## src/rtl/receiver_uart_pkg.sv

```systemverilog
// Shared definitions for the UART receive path.
// Holds the serial frame width and the receiver FSM state encoding.
// The receiver, its FIFO and a future transmitter can all use it.
package receiver_uart_pkg;

  localparam int UART_DATA_BITS = 8;

  typedef enum logic [2:0] {
    ST_IDLE      = 3'd0,
    ST_START     = 3'd1,
    ST_DATA      = 3'd2,
    ST_STOP      = 3'd3,
    ST_WAIT_IDLE = 3'd4
  } rx_state_e;

endpackage

```

## src/rtl/receiver_uart_fifo.sv

```systemverilog
// Small synchronous FIFO with occupancy count.
// Ports:
//   clk, rst    clock, synchronous active-high reset
//   push        write push_data; ignored when full unless a pop happens in the same cycle
//   push_data   byte to store
//   pop         remove head; ignored when empty
//   full/empty  occupancy flags
//   head        entry at the read pointer (zero when empty)
//   count       current occupancy, 0..DEPTH
// DEPTH must be a power of 2 so that the pointers wrap naturally.
module receiver_uart_fifo #(
  parameter int WIDTH = 8,
  parameter int DEPTH = 4
) (
  input  logic                       clk,
  input  logic                       rst,
  input  logic                       push,
  input  logic [WIDTH-1:0]           push_data,
  input  logic                       pop,
  output logic                       full,
  output logic                       empty,
  output logic [WIDTH-1:0]           head,
  output logic [$clog2(DEPTH):0]     count
);

  localparam int AW = $clog2(DEPTH);
  localparam logic [AW-1:0] PTR_ONE  = AW'(1);
  localparam logic [AW:0]   CNT_ONE  = (AW+1)'(1);
  localparam logic [AW:0]   FULL_CNT = (AW+1)'(DEPTH);

  logic [WIDTH-1:0] mem [DEPTH];
  logic [AW-1:0]    rd_ptr;
  logic [AW-1:0]    wr_ptr;
  logic [AW:0]      cnt;
  logic             do_push;
  logic             do_pop;

  assign full    = (cnt == FULL_CNT);
  assign empty   = (cnt == '0);
  assign do_pop  = pop && !empty;
  // A simultaneous pop frees a slot, so a push into a full FIFO is accepted.
  assign do_push = push && (!full || do_pop);
  assign head    = empty ? '0 : mem[rd_ptr];
  assign count   = cnt;

  // NOTE: the storage array has no reset; the count and pointers define which
  // entries are meaningful, and leaving the array unreset keeps it plain RAM.
  always_ff @(posedge clk) begin
    if (do_push) mem[wr_ptr] <= push_data;
  end

  // NOTE: sequential state uses non-blocking assignments so every flop sees
  // the pre-edge values regardless of statement order.
  always_ff @(posedge clk) begin
    if (rst) begin
      rd_ptr <= '0;
      wr_ptr <= '0;
      cnt    <= '0;
    end else begin
      if (do_push) wr_ptr <= wr_ptr + PTR_ONE;
      if (do_pop)  rd_ptr <= rd_ptr + PTR_ONE;
      case ({do_push, do_pop})
        2'b10:   cnt <= cnt + CNT_ONE;
        2'b01:   cnt <= cnt - CNT_ONE;
        default: cnt <= cnt;
      endcase
    end
  end

endmodule

```

## src/rtl/receiver_uart.sv

```systemverilog
// 8N1 UART receiver with a receive FIFO.
// RX is synchronised through two flops, a falling edge in IDLE starts a
// half-bit countdown, and every following baud tick samples one bit at
// mid-bit. Good bytes go into the FIFO; a bad stop bit raises o_frame_err.
// Ports:
//   i_clk, i_rst   clock, synchronous active-high reset
//   i_uart_rx      asynchronous serial line, idles high
//   o_data         FIFO head byte, meaningful while o_valid=1
//   o_valid        FIFO non-empty
//   i_ready        pop request; pops when o_valid && i_ready
//   o_count        FIFO occupancy
//   o_frame_err    one-cycle pulse on a stop bit sampled low
//   o_overrun      one-cycle pulse when a good byte is dropped on a full FIFO
module receiver_uart
  import receiver_uart_pkg::*;
#(
  parameter int clk_freq_hz = 12000000,
  parameter int baud_rate   = 115200,
  parameter int fifo_depth  = 4
) (
  input  logic                          i_clk,
  input  logic                          i_rst,
  input  logic                          i_uart_rx,
  output logic [UART_DATA_BITS-1:0]     o_data,
  output logic                          o_valid,
  input  logic                          i_ready,
  output logic [$clog2(fifo_depth):0]   o_count,
  output logic                          o_frame_err,
  output logic                          o_overrun
);

  localparam int DIV  = clk_freq_hz / baud_rate;
  localparam int HALF = DIV / 2;
  localparam int CW   = $clog2(DIV + 1);
  localparam int BW   = $clog2(UART_DATA_BITS);

  localparam logic [CW-1:0] DIV_M1   = CW'(DIV - 1);
  localparam logic [CW-1:0] HALF_M1  = CW'(HALF - 1);
  localparam logic [CW-1:0] BAUD_ONE = CW'(1);
  localparam logic [BW-1:0] BIT_ONE  = BW'(1);
  localparam logic [BW-1:0] BIT_LAST = BW'(UART_DATA_BITS - 1);

  rx_state_e                 state;
  logic                      rx_meta;
  logic                      rx_s;
  logic [CW-1:0]             baud_cnt;
  logic [BW-1:0]             bit_idx;
  logic [UART_DATA_BITS-1:0] shift;
  logic                      tick;
  logic                      push;
  logic                      fifo_full;
  logic                      fifo_empty;

  assign tick    = (baud_cnt == '0);
  // Push in the stop-bit tick cycle; the FIFO outputs follow on the next edge.
  assign push    = (state == ST_STOP) && tick && rx_s;
  assign o_valid = !fifo_empty;

  always_ff @(posedge i_clk) begin
    if (i_rst) begin
      state       <= ST_IDLE;
      rx_meta     <= 1'b1;
      rx_s        <= 1'b1;
      baud_cnt    <= '0;
      bit_idx     <= '0;
      shift       <= '0;
      o_frame_err <= 1'b0;
      o_overrun   <= 1'b0;
    end else begin
      rx_meta     <= i_uart_rx;
      rx_s        <= rx_meta;
      o_frame_err <= 1'b0;
      // When full, o_valid is high, so i_ready alone decides whether a slot frees up.
      o_overrun   <= push && fifo_full && !i_ready;
      baud_cnt    <= tick ? DIV_M1 : baud_cnt - BAUD_ONE;

      case (state)
        ST_IDLE: begin
          if (!rx_s) begin
            state    <= ST_START;
            baud_cnt <= HALF_M1;
          end
        end
        ST_START: begin
          if (tick) begin
            if (rx_s) begin
              state <= ST_IDLE;
            end else begin
              state   <= ST_DATA;
              bit_idx <= '0;
            end
          end
        end
        ST_DATA: begin
          if (tick) begin
            shift   <= {rx_s, shift[UART_DATA_BITS-1:1]};
            bit_idx <= bit_idx + BIT_ONE;
            if (bit_idx == BIT_LAST) state <= ST_STOP;
          end
        end
        ST_STOP: begin
          if (tick) begin
            if (rx_s) begin
              // Leave mid stop bit so a back-to-back start edge is not missed.
              state <= ST_IDLE;
            end else begin
              o_frame_err <= 1'b1;
              state       <= ST_WAIT_IDLE;
            end
          end
        end
        ST_WAIT_IDLE: begin
          // A held-low line (break) gives one frame error, not one per frame time.
          if (rx_s) state <= ST_IDLE;
        end
        default: state <= ST_IDLE;
      endcase
    end
  end

  receiver_uart_fifo #(
    .WIDTH (UART_DATA_BITS),
    .DEPTH (fifo_depth)
  ) u_fifo (
    .clk       (i_clk),
    .rst       (i_rst),
    .push      (push),
    .push_data (shift),
    .pop       (i_ready),
    .full      (fifo_full),
    .empty     (fifo_empty),
    .head      (o_data),
    .count     (o_count)
  );

endmodule
```

## config.mk

```make
export PLATFORM = sky130hd
export DESIGN_NAME = receiver_uart
export DESIGN_NICKNAME = d
export VERILOG_FILES = /design/src/rtl/receiver_uart_pkg.sv /design/src/rtl/receiver_uart_fifo.sv /design/src/rtl/receiver_uart.sv
export SDC_FILE = /design/constraint.sdc
export NUM_CORES = 1
export LEC_CHECK = 0
export BUFFER_PORTS_ARGS = -buffer_cell sky130_fd_sc_hd__buf_2
export CORE_UTILIZATION = 45
export CTS_BUF_LIST = sky130_fd_sc_hd__clkbuf_8
export DETAILED_ROUTE_END_ITERATION = 16
export GPL_TIMING_DRIVEN = 0
export PLACE_DENSITY = 0.72
export RECOVER_POWER = 100
export REMOVE_ABC_BUFFERS = 1
export SLEW_MARGIN = 20
export SYNTH_ARGS = -nofsm -noshare
export SYNTH_HDL_FRONTEND = slang
export SYNTH_SLANG_ARGS = --single-unit
```

## constraint.sdc

```tcl
create_clock -name i_clk -period 3.28 [get_ports i_clk]
set_clock_uncertainty 0.2 [all_clocks]
set_input_delay 0.164 -clock i_clk [delete_from_list [all_inputs] [get_ports i_clk]]
set_output_delay 0.164 -clock i_clk [all_outputs]
set_load 0.01 [all_outputs]
```

==> impl_metrics.ini <==
[setup_path]
crit_required_ns = 3.04
cpPeakStageDelay_ns = 0.57
end_kind = register
start_kind = register
crit_chain = inv_1 > ha_1 > or3b_1 > nor4_2 > and3_1 > and2_0
r2r-start = baud_cnt[0]$_SDFF_PP0_
worstReg2RegEnd = u_fifo.mem[2][5]$_DFFE_PP_
critPathSlowestCell = and2_0
critical_path_class = reg2reg
critPathMaxFanout = 8
reg2reg_slack_ns = 0.35
r2r_cells = 6
cp_data_arrival_time_ns = 2.69

[clocking]
cts_tree = yes
cts_resized = 0
cts_buffers = 9
htree_levels = 3
clock_path_buffers = 2
clk_pin_slew_ns = 0.07
post_cts_buffers = 0
clock_latency_ns = 0.33
root_buffer = clkbuf_8
cts.sinks = 66
hold_buffers = 2

[drt]
num_vias = 1572
avgRoutedWirePerCell_um = 14.4
drtIter0Drc = 51
via_per_inst = 5.17
dr.pass1.iters = 4
drt_wl_total_um = 4380
drc = 0
postRouteAntennaNets = 0

[floorplan]
rows = 28
die_h_um = 80.1
die_w_um = 80.1
coreArea_um2 = 5890
start_util_pct = 46.6
die-area_um2 = 6410
ioPinCount = 18

[final_layout]
final_core_util_pct = 51.5
antenna_cells = 0
nets = 236
stdcell_count = 304
drive_gt1_share_pct = 13.5
fill_cells = 506
syn_to_final_growth_pct = 10.4
final_cell_area_um2 = 3030

[synthesis]
yosys.area.top_type_share_pct = 35.0
syn_inst = 207
yosysWarnings = 0
ys_ff_latch = 66
synth_area_um2 = 2740
yosysTopAreaCell = edfxtp_1
ys_seq_area_share_pct = 59.9
synth_top_flop_cell = dfxtp_1
synthArstFlopShare_pct = 0
synth.distinct_cells = 44
syn_avg_cell_area_um2 = 13.2
synth.area.top_cells = edfxtp_1 (35%), dfxtp_1 (25%), mux4_2 (6.6%)
synth_edf_count = 32

[power]
p_leak_nw = 1.04
ir_drop_mv = 0.306
finalPower_mw = 2.01
p_per_area_nw_per_um2 = 665

[timing]
drv_slew = 0
slew_headroom_pct = 41.0
rsz0062_at_grt = no
hold_viol = 0
finalSetupViolations = 0
tns_ns = 0
finalCriticalPeriod_ns = 2.93
fin_crit_sh_pct = 89.4
worst_pin_slew_ns = 0.881
timing.fmax_mhz = 341

[global_route]
grt_max_degree = 34
overflow = 0
grt_antenna_before_repair = 0
grt_pass1_vias = 1511
globalRouteTotalUtil_pct = 15.2
grt_pass1_wl_um = 7150

[run_status]
status = complete, no violations

[worst_hold_path]
holdPathEnd = u_fifo.count[0]$_SDFFE_PP0P_
min_from = i_rst
holdPathStages = 2
min_path_type = in2reg

[placement]
gp_congestion = 0.690
dp_hpwl_um = 2840
place_area_um2 = 2860
dp_cells = 286
port_buffers = 17

[job]
maxCapViolCount = 0
synth_stat cells, drive strengths merged, types with 3 or more instances:
cell,instances
dfxtp,34
edfxtp,32
nor2,25
mux2i,13
and2,12
clkbuf,9
mux4,8
ha,7
inv,6
nand3,5
xnor2,5
a21oi,4
buf,4
nand2,4
o31ai,3
or2,3
or3,3
logic make-up (layout without fill, tap and decap cells):
kind of cell | count (synthesis) | count (layout) | synth area share (%)
simple gates | 68 | 68 | 14.4
mux | 21 | 21 | 11.8
flops | 66 | 66 | 59.9
buf+inv | 19 | 41 | 3.01
xor+xnor | 7 | 7 | 2.24
fa+ha+maj | 8 | 8 | 3.92
compound gates | 18 | 18 | 4.84
layout make-up:
type	instances	area (um^2)	share of cell area, %
clock inverters	5	21.3	0.702
flip-flops and latches	66	1640	54.2
well taps	75	93.8	3.10
multi-input cells	122	1010	33.3
repair buffers	19	90.1	2.97
clock buffers	11	151	5.00
inverters	6	22.5	0.743
cell usage in the layout (no fill, tap or decap), types with 4 or more instances in the layout:
cell	instances
dfxtp_1	34
edfxtp_1	32
nor2_1	25
mux2i_1	12
clkbuf_1	12
clkbuf_8	11
inv_1	8
mux4_2	8
and2_1	7
ha_1	7
nand3_1	5
and2_0	5
xnor2_1	5
buf_2	5
nand2_1	4
a21oi_1	4
metal layers:
layer	vias to the layer above	routed length [um]	GRT usage (%)
li1	785	-	-
met1	754	1990	18.9
met2	28	2230	24.8
met3	5	95	3.41
met4	0	57	8.04
met5	-	0	0
state kept, by name, summed over array words and instances, names as in the netlist, named ones only:
signal         flops
baud_cnt           7
rx_s               1
u_fifo.wr_ptr      2
shift              8
o_frame_err        1
o_overrun          1
u_fifo.mem        32
u_fifo.rd_ptr      2
u_fifo.count       3
rx_meta            1
state              3
bit_idx            3
how the worst max path moves through the flow:
stage	end	cells past startpoint	slack (ns)	startpoint
2_1_floorplan	u_fifo.count[2]$_SDFFE_PP0P_	9	0.80	baud_cnt[0]$_SDFF_PP0_
3_3_place_gp	u_fifo.mem[0][0]$_DFFE_PP_	6	0.52	baud_cnt[0]$_SDFF_PP0_
3_5_place_dp	u_fifo.mem[0][4]$_DFFE_PP_	6	0.44	baud_cnt[0]$_SDFF_PP0_
4_1_cts	u_fifo.mem[0][6]$_DFFE_PP_	6	0.43	baud_cnt[0]$_SDFF_PP0_
5_1_grt	u_fifo.mem[2][5]$_DFFE_PP_	6	0.15	baud_cnt[0]$_SDFF_PP0_
6_report	u_fifo.mem[2][5]$_DFFE_PP_	6	0.35	baud_cnt[0]$_SDFF_PP0_
per-stage QoR:
step | worst slack, ns | hold slack (ns)
floorplan | 0.796 | 0.0286
global placement | 0.522 | 0.149
detailed placement | 0.436 | 0.156
CTS | 0.429 | 0.115
global route | 0.151 | 0.147
finish | 0.348 | 0.114
power by group:
part / total (mW) / leakage, nW / switching [mW] / internal (mW)
Clock: 0.582 / 0.0991 / 0.277 / 0.305
Sequential: 0.976 / 0.573 / 0.0711 / 0.905
Combinational: 0.456 / 0.363 / 0.244 / 0.212
critical path: cells and delay by family, from the launching register on:
kind | cells | cell delay [ns]
buf+inv | 1 | 0.06
simple gates | 4 | 1.82
flops | 1 | 0.33
fa+ha+maj | 1 | 0.16
(Power assumes the default switching activity.)
